File: src/rtl/bcd_seg7_scanner.sv
// Time-multiplexed 3-digit common-anode 7-segment driver for packed BCD input.
// New values are staged on load and only applied at frame wrap, so a frame never mixes two values.
module bcd_seg7_scanner #(
    parameter int unsigned RefreshDiv = 50000,
    parameter int unsigned BlankCyc   = 2
) (
    input  logic        clk_i,
    input  logic        rst_i,
    input  logic [11:0] value_i,
    input  logic        load_i,
    input  logic        lz_blank_i,
    output logic [6:0]  seg_o,
    output logic [2:0]  anode_o,
    output logic        frame_done_o
);

    localparam int unsigned DivMax = (RefreshDiv > BlankCyc) ? RefreshDiv : BlankCyc;
    localparam int unsigned DivW   = (DivMax > 1) ? $clog2(DivMax) : 1;
    localparam logic [DivW-1:0] ShowLast  = DivW'(RefreshDiv - 1);
    localparam logic [DivW-1:0] BlankLast = DivW'(BlankCyc - 1);

    typedef enum logic [0:0] {
        StShow,
        StBlank
    } state_e;

    state_e          state_q, state_d;
    logic [DivW-1:0] div_q, div_d;
    logic [1:0]      idx_q, idx_d;
    logic            wrap;

    logic [11:0]     shadow_q, shadow_d;
    logic [11:0]     pend_q, pend_d;
    logic            pend_valid_q, pend_valid_d;

    logic [6:0]      seg_q, seg_d;
    logic [2:0]      anode_q, anode_d;
    logic            frame_done_q, frame_done_d;

    logic [3:0]      digit;
    logic            lz_hit;

    function automatic logic [6:0] decode(input logic [3:0] nib);
        logic [6:0] s;
        case (nib)
            4'd0:    s = 7'b1000000;
            4'd1:    s = 7'b1111001;
            4'd2:    s = 7'b0100100;
            4'd3:    s = 7'b0110000;
            4'd4:    s = 7'b0011001;
            4'd5:    s = 7'b0010010;
            4'd6:    s = 7'b0000010;
            4'd7:    s = 7'b1111000;
            4'd8:    s = 7'b0000000;
            4'd9:    s = 7'b0010000;
            default: s = 7'b0111111;
        endcase
        return s;
    endfunction

    // Scan sequencer: SHOW each digit, then a dead-time BLANK before the next one.
    always_comb begin
        state_d = state_q;
        div_d   = div_q + DivW'(1);
        idx_d   = idx_q;
        wrap    = 1'b0;
        unique case (state_q)
            StShow: begin
                if (div_q == ShowLast) begin
                    state_d = StBlank;
                    div_d   = '0;
                end
            end
            StBlank: begin
                if (div_q == BlankLast) begin
                    state_d = StShow;
                    div_d   = '0;
                    idx_d   = (idx_q == 2'd2) ? 2'd0 : idx_q + 2'd1;
                    wrap    = (idx_q == 2'd2);
                end
            end
            default: begin
                state_d = StShow;
                div_d   = '0;
            end
        endcase
    end

    // A load coinciding with the wrap bypasses the pending register.
    always_comb begin
        shadow_d     = shadow_q;
        pend_d       = pend_q;
        pend_valid_d = pend_valid_q;
        if (load_i) begin
            pend_d       = value_i;
            pend_valid_d = 1'b1;
        end
        if (wrap) begin
            if (load_i) begin
                shadow_d = value_i;
            end else if (pend_valid_q) begin
                shadow_d = pend_q;
            end
            pend_valid_d = 1'b0;
        end
    end

    always_comb begin
        case (idx_q)
            2'd1:    digit = shadow_q[7:4];
            2'd2:    digit = shadow_q[11:8];
            default: digit = shadow_q[3:0];
        endcase
        // Invalid nibbles are nonzero, so they stop leading-zero blanking.
        lz_hit = lz_blank_i &&
                 (((idx_q == 2'd2) && (shadow_q[11:8] == 4'd0)) ||
                  ((idx_q == 2'd1) && (shadow_q[11:8] == 4'd0) && (shadow_q[7:4] == 4'd0)));

        seg_d        = 7'h7F;
        anode_d      = 3'b111;
        frame_done_d = wrap;
        if (state_q == StShow) begin
            anode_d = ~(3'b001 << idx_q);
            seg_d   = lz_hit ? 7'h7F : decode(digit);
        end
    end

    always_ff @(posedge clk_i) begin
        if (rst_i) begin
            state_q      <= StShow;
            div_q        <= '0;
            idx_q        <= 2'd0;
            shadow_q     <= 12'h000;
            pend_q       <= 12'h000;
            pend_valid_q <= 1'b0;
            seg_q        <= 7'h7F;
            anode_q      <= 3'b111;
            frame_done_q <= 1'b0;
        end else begin
            state_q      <= state_d;
            div_q        <= div_d;
            idx_q        <= idx_d;
            shadow_q     <= shadow_d;
            pend_q       <= pend_d;
            pend_valid_q <= pend_valid_d;
            seg_q        <= seg_d;
            anode_q      <= anode_d;
            frame_done_q <= frame_done_d;
        end
    end

    assign seg_o        = seg_q;
    assign anode_o      = anode_q;
    assign frame_done_o = frame_done_q;

endmodule

File: config.mk
export PLATFORM = sky130hd
export DESIGN_NAME = bcd_seg7_scanner
export DESIGN_NICKNAME = d
export VERILOG_FILES = /design/src/rtl/bcd_seg7_scanner.sv
export SDC_FILE = /design/constraint.sdc
export NUM_CORES = 1
export LEC_CHECK = 0
export CAP_MARGIN = 20
export CORE_MARGIN = 3
export CORE_UTILIZATION = 40
export DETAILED_ROUTE_END_ITERATION = 6
export HOLD_SLACK_MARGIN = 0.02
export SLEW_MARGIN = 20
export SYNTH_ARGS = -nofsm -noshare
export SYNTH_HDL_FRONTEND = slang
export SYNTH_SLANG_ARGS = --single-unit
File: constraint.sdc
create_clock -name clk_i -period 2.2 [get_ports clk_i]
set_clock_uncertainty 0.15 [all_clocks]
set_input_delay 0.44 -clock clk_i [delete_from_list [all_inputs] [get_ports clk_i]]
set_output_delay 0.44 -clock clk_i [all_outputs]
set_load 0.02 [all_outputs]
# Word level (Yosys, flattened, before mapping)
# Memories as Yosys holds them, arrays and structs flattened. A register that Yosys moved wholly into a read port is not among the register bits.
# Index checks and enable logic that the tools add are counted.
[classes]
add_sub_neg = 2
multipliers = 0
n_div = 0
order_cmp = 0
n_eq_ne = 4
shifts = 1
muxes = 12
bitwise = 2
reduce_logical = 13
[op_table]
columns = ["op", "n"]
rows = [
  ["two-way mux 16 bit", 2],
  ["case mux 16 bit (2 select lines)", 1],
  ["two-way mux 12 bit", 2],
  ["adder 16 x 1 -> 16 bit (second input constant)", 1],
  ["equality test 16 x 1 -> 1 bit (second input constant)", 1],
  ["equality test 16 bit (second input constant)", 1],
  ["zero test 4 bit", 2],
  ["case mux 4 bit (2 select lines)", 1],
  ["logical AND 1 bit", 4],
  ["two-way mux 1 bit", 4],
  ["AND reduction 2 bit", 2],
  ["OR reduction 2 bit", 2],
  ["inverter 3 bit", 1],
  ["OR reduction 3 bit", 1],
  ["left shift 1 x 2 -> 3 bit (first input constant)", 1],
  ["adder 2 x 1 -> 2 bit (second input constant)", 1],
  ["equality test 2 x 1 -> 1 bit (second input constant)", 1],
  ["equality test 2 bit (second input constant)", 1],
  ["two-way mux 2 bit", 1],
  ["case mux 1 bit (2 select lines)", 1],
  ["nonzero test 2 bit", 1],
  ["logical OR 1 bit", 1],
  ["inverter 1 bit", 1],
]
[word_totals]
ff_bits = 48
latch_bits = 0
ramBits = 0
romBits = 112
input_bits = 16
memories = 1
[mem_list]
columns = ["name", "words", "word_bits", "rd", "rd_clocked_by_memory_dff", "wr", "line_no", "rtl"]
rows = [
  ["(no name shown)", 16, 7, 1, 1, 0, "45", "case (nib)"],
]

# Logic depth before layout (Yosys ltp)
[depth]
depth_word = 6
depth_mapped = 9
ltp_nobuf = 8

# Least setup slack after synthesis
# No wires, ideal clock.
[synth_path]
path_type = "register -> register"
from = "reg idx_q[0]"
to = "reg seg_q[3] (netlist: seg_o[3])"
setup_time_ns = 0.131
arrival_ns = 1.861
path_slack_ns = 0.058
stages_incl_launch_ff = 10
synth_period_minus_slack_ns = 2.142
cell_sequence = "dfxtp_1 > inv_1 > ha_1 > clkbuf_1 > nor2_1 > a21oi_1 > inv_1 > ha_1 > a21o_1 > nand4_1"
[synth_between]
elab_chain_cells = 6
word_cells_on_any_way = 9
classes_between = "2 x eq/ne; 1 x mux; 6 x reduce/logical"
[synth_rtl]
columns = ["element", "line_no", "rtl"]
rows = [
  ["start: declaration", "29", "logic [1:0] idx_q, idx_d;"],
  ["start signal: assignment", "142", "idx_q <= idx_d;"],
  ["equality test 2 x 1 -> 1 bit", "109, 117", ""],
  ["logical AND 1 bit (2 in series)", "117", "((idx_q == 2'd1) && (shadow_q[11:8] == 4'd0) && (shadow_q[7:4] == 4'd0)));"],
  ["logical OR 1 bit", "116", "(((idx_q == 2'd2) && (shadow_q[11:8] == 4'd0)) ||"],
  ["logical AND 1 bit", "115", "lz_hit = lz_blank_i &&"],
  ["OR reduction 3 bit (no line)", "n/a", ""],
  ["end: declaration", "36", "logic [6:0] seg_q, seg_d;"],
]
# Several ways; a longest one is shown, not always the timed one.
# A chain may end at the register's enable or synchronous reset.

# Final worst setup path
[layout_path]
from = "in lz_blank_i"
to = "reg seg_q[6] (netlist: seg_o[6])"
[layout_between]
elab_chain_cells = 2
[layout_rtl]
columns = ["element", "line_no", "rtl"]
rows = [
  ["start: declaration", "11", "input logic lz_blank_i,"],
  ["logical AND 1 bit", "115", ""],
  ["OR reduction 3 bit (no line)", "n/a", ""],
]
# No other way between the ends.

==> flow_summary.yaml <==
status:
  outcome: "complete, no violations"
grt:
  grt_pass1_vias: 1705
  grt_pass1_wl_um: 8086
  grt_max_degree: 25
  grt_overflow_total: 0
  antenna_found_initial: 0
  grt.total_usage_pct: 13.94
logic_synthesis:
  ys_seq_area_share_pct: 44.94
  netlist_instances: 258
  ys_ff_latch: 55
  netlist_area_um2: 2450
  synth_edf_count: 0
  async_flop_share_pct: 0
  synthFlopType: "dfxtp_1"
  syn_nets: 284
  synthDistinctLibCells: 43
  yosysWarnings: 0
  synth_area_per_cell_um2: 9.496
drt:
  drt_iter0_markers: 102
  detail-route-antenna-nets: 0
  viasPerCell: 5.082
  drc_errors: 0
  drt_first_pass_iters: 4
  num_vias: 1865
  wirelength_um: 4728
  wl_per_cell_um: 12.88
setup_path:
  path_cells: "clkdlybuf4s50_1, or4b_2, o21ai_0, nand2_1, a31oi_1"
  slowest_delay_ps: 580
  critPathLaunchType: "input pin"
  worstSetupPathType: "input pin to flip-flop"
  critical_path.top_delay_family: "simple AND/OR/NAND/NOR gates"
  path_max_fanout: 7
  r2r_cells: 7
  cp.depth: 5
  crit_buf_inv: 1
  slowest_stage: "or4b_2"
  arrival_ps: 2120
  cp-end-kind: "flip-flop"
  worstPathRequired_ps: 2290
layout:
  fin_cells: 367
  nets: 320
  drive_above_1_share_pct: 15.25
  syn_to_final_growth_pct: 22.57
  antennaDiodeCount: 0
clock_tree:
  ctsLongestPathBuffers: 2
  clk_latency_ps: 310
  cts_tree: "done"
  cts_root_buf: "clkbuf_8"
  cts_max_level: 2
  cts_made_buffers: 5
  cts_num_sinks: 55
  cts_setup_buffers: 0
  clk_pin_slew_ps: 100
sta:
  hold_violations: 0
  whs_ps: 344.5
  slew_violations: 0
  setup-violations-final: 0
  finalCriticalPeriod_ps: 2027
  tightestPinTransition_ps: 463.0
  relSlewSlack_pct: 69.13
  max_clock_freq_mhz: 493.4
  fin_tns_setup_ps: 0
  min_period_over_period_pct: 92.13
floorplan:
  coreArea_um2: 5709
  dieWidth_um: 84.26
  start_util_pct: 42.91
  fp-row-count: 27
  num_io_pins: 27
  dieHeight_um: 84.26
  die_area_um2: 7100
placed_design:
  placed_cells: 359
  port_buffers: 26
  hpwlAfterDp_um: 3378
  place_congestion: 0.7908
pwr:
  p_per_area_nw_per_um2: 582.6
  peakVddDrop_v: 0.0002932
  p_leak_nw: 1.132
min_path:
  min-delay-path-class: "flip-flop to flip-flop"
  hold_depth: 2
flow_run:
  drv_cap: 0
placed cells by master, fill, tap and decap left out, drive strengths merged, types with 2 or more instances in the layout:
cell type,n
a211oi,4
a21o,4
a21oi,7
a22oi,4
buf,15
clkbuf,5
clkdlybuf4s50,26
dfxtp,55
ha,10
inv,12
mux2,12
mux2i,12
nand2,12
nand3,10
nand4,6
nor2,22
nor2b,13
nor3,20
nor4,6
o21ai,9
o22ai,2
or4,2
or4b,2
xnor2,9
xor2,3
what timing repair did:
item                                    4_1_cts  5_1_grt
endpoints found under the setup margin        0       16
gates resized for setup                       0        4
hold buffers                                  0        0
endpoints found under the hold margin         0        0
stage by stage:
step | setup slack (ps) | instance area [um^2] | total power, mW | utilization (%)
final | 173.1 | 3003 | 1.750 | 52.60
after floorplan | 57.99 | 2450 | 1.128 | -
after global placement | -88.88 | 2887 | 1.194 | 50.56
after global routing | -26.57 | 3003 | 1.843 | 52.60
after CTS | 17.23 | 2983 | 1.782 | 52.25
after detailed placement | -138.1 | 2887 | 1.197 | 50.56
routing by layer:
layer | vias to the layer above | share of wire [%] | global-route usage, %
li1 | 984 | - | -
met1 | 844 | 54 | 20.46
met2 | 33 | 40 | 19.44
met3 | 4 | 4.2 | 3.533
met4 | 0 | 1.6 | 5.263
met5 | - | 0 | 0
flip-flops by register name (all words and copies together), names as in the netlist:
signal        cells
state_q           1
seg_o             7
shadow_q         12
pend_q           12
div_q            16
frame_done_o      1
pend_valid_q      1
idx_q             2
anode_o           3
synthesized netlist by cell type, types with 2 or more instances:
master / number / area, um^2
dfxtp_1: 55 / 1101
mux2i_1: 12 / 120.1
a22oi_1: 4 / 30.03
clkbuf_1: 8 / 30.03
nor2_1: 22 / 82.58
nand4_1: 6 / 37.54
nand3_1: 9 / 45.04
a211oi_1: 3 / 22.52
inv_1: 11 / 41.29
nand2_1: 12 / 45.04
a21o_1: 4 / 30.03
xor2_1: 3 / 26.28
nor3_1: 19 / 95.09
a21oi_1: 7 / 35.03
buf_2: 2 / 10.01
or4_1: 2 / 15.01
ha_1: 10 / 125.1
nor4_1: 5 / 31.28
mux2_2: 12 / 135.1
nor2b_1: 13 / 81.33
o21ai_0: 9 / 45.04
xnor2_1: 9 / 78.83
worst paths after layout:
kind	start	end	slack (ps)
min	pend_valid_q	pend_valid_q	340
max reg2reg	div_q[1]	shadow_q[11]	180
max	lz_blank_i	seg_o[6]	170
min reg2reg	pend_valid_q	pend_valid_q	340
power by group:
part / leakage [nW] / switching [mW] / internal, mW / total [mW]
registers: 0.449 / 0.00945 / 1.02 / 1.03
clock network: 0.0463 / 0.343 / 0.234 / 0.577
logic: 0.637 / 0.0684 / 0.0722 / 0.141
total: 1.13 / 0.421 / 1.33 / 1.75
worst register-to-register path: cells and delay by family, from the launching register on:
| kind | cells | cell delay [ps] |
|---|---|---|
| adders and majority gates | 1 | 140 |
| buffers and inverters | 2 | 230 |
| DFF | 1 | 320 |
| muxes | 1 | 330 |
| and+or+nand+nor | 3 | 750 |
area by class of cell:
cell class | count | area, um^2
Fill cell | 556 | 2706
Multi-Input combinational cell | 180 | 1276
Sequential cell | 55 | 1101
Timing Repair Buffer | 41 | 397.9
Tap cell | 72 | 90.09
Clock buffer | 5 | 68.82
Inverter | 11 | 41.29
Clock inverter | 3 | 27.53
logic make-up after synthesis:
group	share of synthesized area [%]
compound gates	9.295
xor+xnor	4.290
fa+ha+maj	5.107
buf+inv	3.779
flops	44.94
mux	10.42
simple gates	22.17
No activity file was read; power rests on OpenSTA's default activity.
==> patch 1: new RTL, same settings <==
`RefreshDiv`: 50000 -> 12500.
--- a/src/rtl/bcd_seg7_scanner.sv
+++ b/src/rtl/bcd_seg7_scanner.sv
@@ -1,7 +1,7 @@
 // Time-multiplexed 3-digit common-anode 7-segment driver for packed BCD input.
 // New values are staged on load and only applied at frame wrap, so a frame never mixes two values.
 module bcd_seg7_scanner #(
-    parameter int unsigned RefreshDiv = 50000,
+    parameter int unsigned RefreshDiv = 12500,
     parameter int unsigned BlankCyc   = 2
 ) (
     input  logic        clk_i,
Check against the original RTL: no difference found for any inputs over 10 cycles, from zero or initial values and one cycle with rst_i high; that may be too few to reach the edited logic, so the function may still have changed.
==> patch 1 against the unedited design <==
Routed wire length shrank 2.8%. Clock power grew 14%. Sequential cell count shrank 2. Area after synthesis shrank 2.8%. Power grew 2.9%. Worst setup slack lost 28 ps. Non-clock buffer count shrank 3. Die area shrank 2.6%. Design area shrank 3.0%. Register-to-register slack lost 20 ps. Critical endpoint unchanged. Highest routed layer unchanged.
==> patch 1: results (changes against the unedited design) <==
Detailed routing
  – Wire per inst: 13.2 um (+2.2%)
  – Total number of vias: 1,756 (-5.8%)
  – Initial DRC count: 96 (-5.9%)
  – Metal3 WL: 215 um (+8.0%)

Pwr
  – Flop pwr share: 55.4% (-3.6 points)
  – Clock Power Share: 36.6% (+3.6 points)
  – Power Dens Cells: 618 mW/mm^2 (+6.1%)
  – NetSw: 0.000398 W (-5.4%)

Finish
  – Clock buf count: 6 (+1)
  – Post-layout net count: 303 (-5.3%)
  – Logic inverters: 8 (-3)

Synthesis
  – Adder-Cell Fraction of Synth Area: 5.78% (+0.67 points)
  – Number of synthesized register bits: 53 (-3.6%)
  – Synth unique cells: 37 (-14%)
  – Synth area leaders: dfxtp_1, mux2_4, ha_1

Global routing
  – First-pass GRT wire length: 7990 um (-1.2%)
  – GR Util All Layers: 13.9% (-0.084 points)
  – Grt met1 use: 19.2% (-1.2 points)
  – Largest net degree at the start of global routing: 17 (-32%)

Timing
  – Worst slew margin: 72.3% (+3.2 points)

Placed design
  – GPL Wtd Cong: 0.773 (-2.2%)
  – Dpl ws: -182 ps (-43.9 ps)
  – Placed Cells: 340 (-5.3%)

Outcome
  – Status: finished, final reports clean

Setup path
  – FF-to-FF End: seg_o[5]
## patch 1: worst min path at each step
stage,from,endpoint,slack (ps),depth (start not counted)
4_1_cts,pend_valid_q,pend_valid_q,350,2
2_1_floorplan,pend_valid_q,pend_valid_q,310,2
5_1_grt,pend_valid_q,pend_valid_q,360,2
3_3_place_gp,pend_valid_q,pend_valid_q,330,2
6_report,pend_valid_q,pend_valid_q,340,2
3_5_place_dp,pend_valid_q,pend_valid_q,330,2
## patch 1: worst min-delay path, delay by kind of cell (launching register included)
family	cells	cell delay, ps
and+or+nand+nor	1	80
AOI/OAI and AO/OA	1	50
DFF	1	320
## patch 1: through the flow
| step | total power [W] | TNS (ps) |
|---|---|---|
| final | 0.00180 | 0 |
| after floorplan | 0.00109 | 0 |
| after detailed placement | 0.00116 | -971 |
| after CTS | 0.00183 | 0 |
| after global routing | 0.00187 | -33.5 |
| after global placement | 0.00116 | -929 |
==> patch 2: new RTL, config.mk and constraints unchanged <==
Without the edit above. Remove the register `seg_q`: a continuous assignment takes its place, so the output `seg_o` follows one clock earlier.
--- a/src/rtl/bcd_seg7_scanner.sv
+++ b/src/rtl/bcd_seg7_scanner.sv
@@ -133,7 +133,6 @@
             shadow_q     <= 12'h000;
             pend_q       <= 12'h000;
             pend_valid_q <= 1'b0;
-            seg_q        <= 7'h7F;
             anode_q      <= 3'b111;
             frame_done_q <= 1'b0;
         end else begin
@@ -143,11 +142,12 @@
             shadow_q     <= shadow_d;
             pend_q       <= pend_d;
             pend_valid_q <= pend_valid_d;
-            seg_q        <= seg_d;
             anode_q      <= anode_d;
             frame_done_q <= frame_done_d;
         end
     end
+
+    assign seg_q = seg_d;
 
     assign seg_o        = seg_q;
     assign anode_o      = anode_q;
Function: changed (a bounded check fails within 4 cycles, from zero or initial values and one cycle with rst_i high).
==> patch 2 against the unedited design <==
The run now ends with negative setup slack left. Power decreased by 3.7%. Area after synthesis shrank 2.5%. First-iteration DRC count shrank 70%. Global-route usage is 1.3 points higher. Sequential cell count down 7. Worst setup slack worse by 500 ps. Routed wire length up 8.6%. Sequential share of layout area shrank 7.8 points. Design area is 11% higher. Hold slack worse by 14 ps. Die area shrank 2.3%. Count of clock-buffer cells in the layout is 1 higher. Final cell count up 2.5%. Largest power group unchanged.
==> patch 2: results (changes against the unedited design) <==
Outcome
  – Status: complete, but fails checks
  – Failing checks: negative setup slack

Placed design
  – Dpl ws: -566 ps (-428 ps)
  – Placed Cells: 360 (+0.28%)
  – GPL Wtd Cong: 0.821 (+3.8%)
  – Hpwl dp: 3760 um (+11%)

Setup path
  – Crit path max-delay cell type: dfxtp_4
  – CP max FO: 6 (-1)
  – Critical Path Start: idx_q[0]
  – CP arrival: 1940 ps (-180 ps)
  – Reg2Reg Depth: 9 (+2)
  – Largest stage delay on the critical path: 380 ps (-200 ps)
  – Reg2reg start: idx_q[1]

Finish
  – Post-layout net count: 329 (+2.8%)
  – Diode count: 0 (unchanged)
  – Number of fill cells: 489 (-12%)
  – Biggest regs: div_q x16, pend_q x12, shadow_q x12
  – Share of post-route cells with drive strength above 1: 35.5% (+20 points)

Timing
  – Final WS setup: -331 ps (-504 ps)
  – Worst Tran Pin Value: 344 ps (-119 ps)
  – Final setup viols: 7 (+7)

Synthesis
  – Synth unique cells: 42 (-2.3%)
  – Mean Syn Cell Area: 9.68 um^2 (+1.9%)
  – Synth Net Count: 273 (-3.9%)
  – Synth area leaders: dfxtp_1, mux2_4, nor2_1
  – Synth top cells by count: dfxtp_1, nor2_1, mux2i_1, nor2b_1, a21oi_1
  – Register area share after synthesis: 40.2% (-4.7 points)

Pwr
  – Worst IR drop on VDD: 0.336 mV (+15%)
  – LEAKAGE: 1.33 nW (+17%)

Clock tree
  – Clk Latency, worst-skew pair: 300 ps
  – CTS buffer count: 5 (unchanged)
  – Reg clk slew, reported paths: 80 ps (-20 ps)

Worst hold path
  – Worst Hold Path Cells: 1 (-1)
  – Min-delay src: div_q[0]
  – Worst Hold End: div_q[0]

Detailed routing
  – Initial DRC count: 31 (-70%)
  – Wire per inst: 13.7 um (+6.0%)
  – WL final: 5130 um (+8.6%)
  – Total number of vias: 1,905 (+2.1%)
  – Remaining antenna violation count: 0 (unchanged)

Global routing
  – Largest net degree at the start of global routing: 17 (-32%)
  – GR Util All Layers: 15.3% (+1.3 points)
  – First-pass GRT wire length: 8800 um (+8.8%)
  – Initial antenna violation count: 0 (unchanged)
patch 2: changes by cell type after synthesis, sizes merged, moves of 3 or more:
cell   unedited run  this run
xnor2             9         5
nand4             6         9
xor2              3         6
nor3             20         4
dfxtp            55        48
a21oi             7        11
and3              1         5
inv              11         8
nor2             22        34
patch 2: routing by layer:
layer  track usage [%]  wire [um]  up-vias
li1                  -          -      986
met3              3.87        146        4
met1              17.9       2230      898
met2              27.6       2720       17
met4              3.57         33        0
met5                 0          0        -
patch 2: area by class of cell:
type / count / area (um^2) / share of cell area [%]
inverter: 8 / 40.0 / 1.20
sequential: 48 / 966 / 28.9
timing repair buffer: 60 / 581 / 17.4
clock inverter: 2 / 38.8 / 1.16
tap: 72 / 90.1 / 2.69
multi-input combinational: 180 / 1550 / 46.2
clock buffer: 6 / 82.6 / 2.47
patch 2: worst max path at each step:
stage,to,slack (ps),cells after the start
floorplan,seg_o[3],-40,9
global placement,seg_o[0],-550,5
detailed placement,seg_o[0],-570,5
CTS,seg_o[5],-400,9
global route,seg_o[4],-430,8
finish,seg_o[3],-330,8
patch 2: worst max-delay path, delay by kind of cell, from the launching register on:
| kind | cells | cell delay, ps |
|---|---|---|
| simple gates | 2 | 150 |
| fa+ha+maj | 2 | 600 |
| compound gates | 2 | 320 |
| flops | 1 | 380 |
| buf+inv | 2 | 200 |
patch 2: timing repair:
item                                    in CTS  in global routing
pin swaps                                    8                 17
gates resized for setup                     57                 16
buffers inserted                             5                  5
endpoints found under the setup margin       7                  7
patch 2: cell families (layout without fill, tap and decap cells):
kind of cell    after synthesis  count (layout)  synth area share [%]
mux                          24              24                  12.3
simple gates                 98              98                  24.2
fa+ha+maj                    10              10                  5.24
compound gates               37              37                  10.5
xor+xnor                     11              11                  4.03
flops                        48              48                  40.2
buf+inv                      19              76                  3.56
patch 2: through the flow:
stage / total power [W] / hold slack, ps / TNS (ps) / area (um^2) / util [%]
detailed placement: 0.00104 / 315 / -3780 / 3020 / 53.5
global placement: 0.00104 / 295 / -3730 / 3020 / 53.5
floorplan: 0.000984 / 279 / -64.6 / 2530 / -
global route: 0.00175 / 356 / -2720 / 3340 / 59.3
CTS: 0.00171 / 336 / -2490 / 3270 / 58.0
finish: 0.00168 / 331 / -2040 / 3340 / 59.3
patch 2: power breakdown:
group | total, W | internal, W | leakage, nW | switching [W]
clock network | 0.000665 | 0.000372 | 0.0614 | 0.000293
registers | 0.000896 | 0.000887 | 0.392 | 0.00000931
logic | 0.000123 | 0.0000680 | 0.872 | 0.0000553
total | 0.00168 | 0.00133 | 1.33 | 0.000358
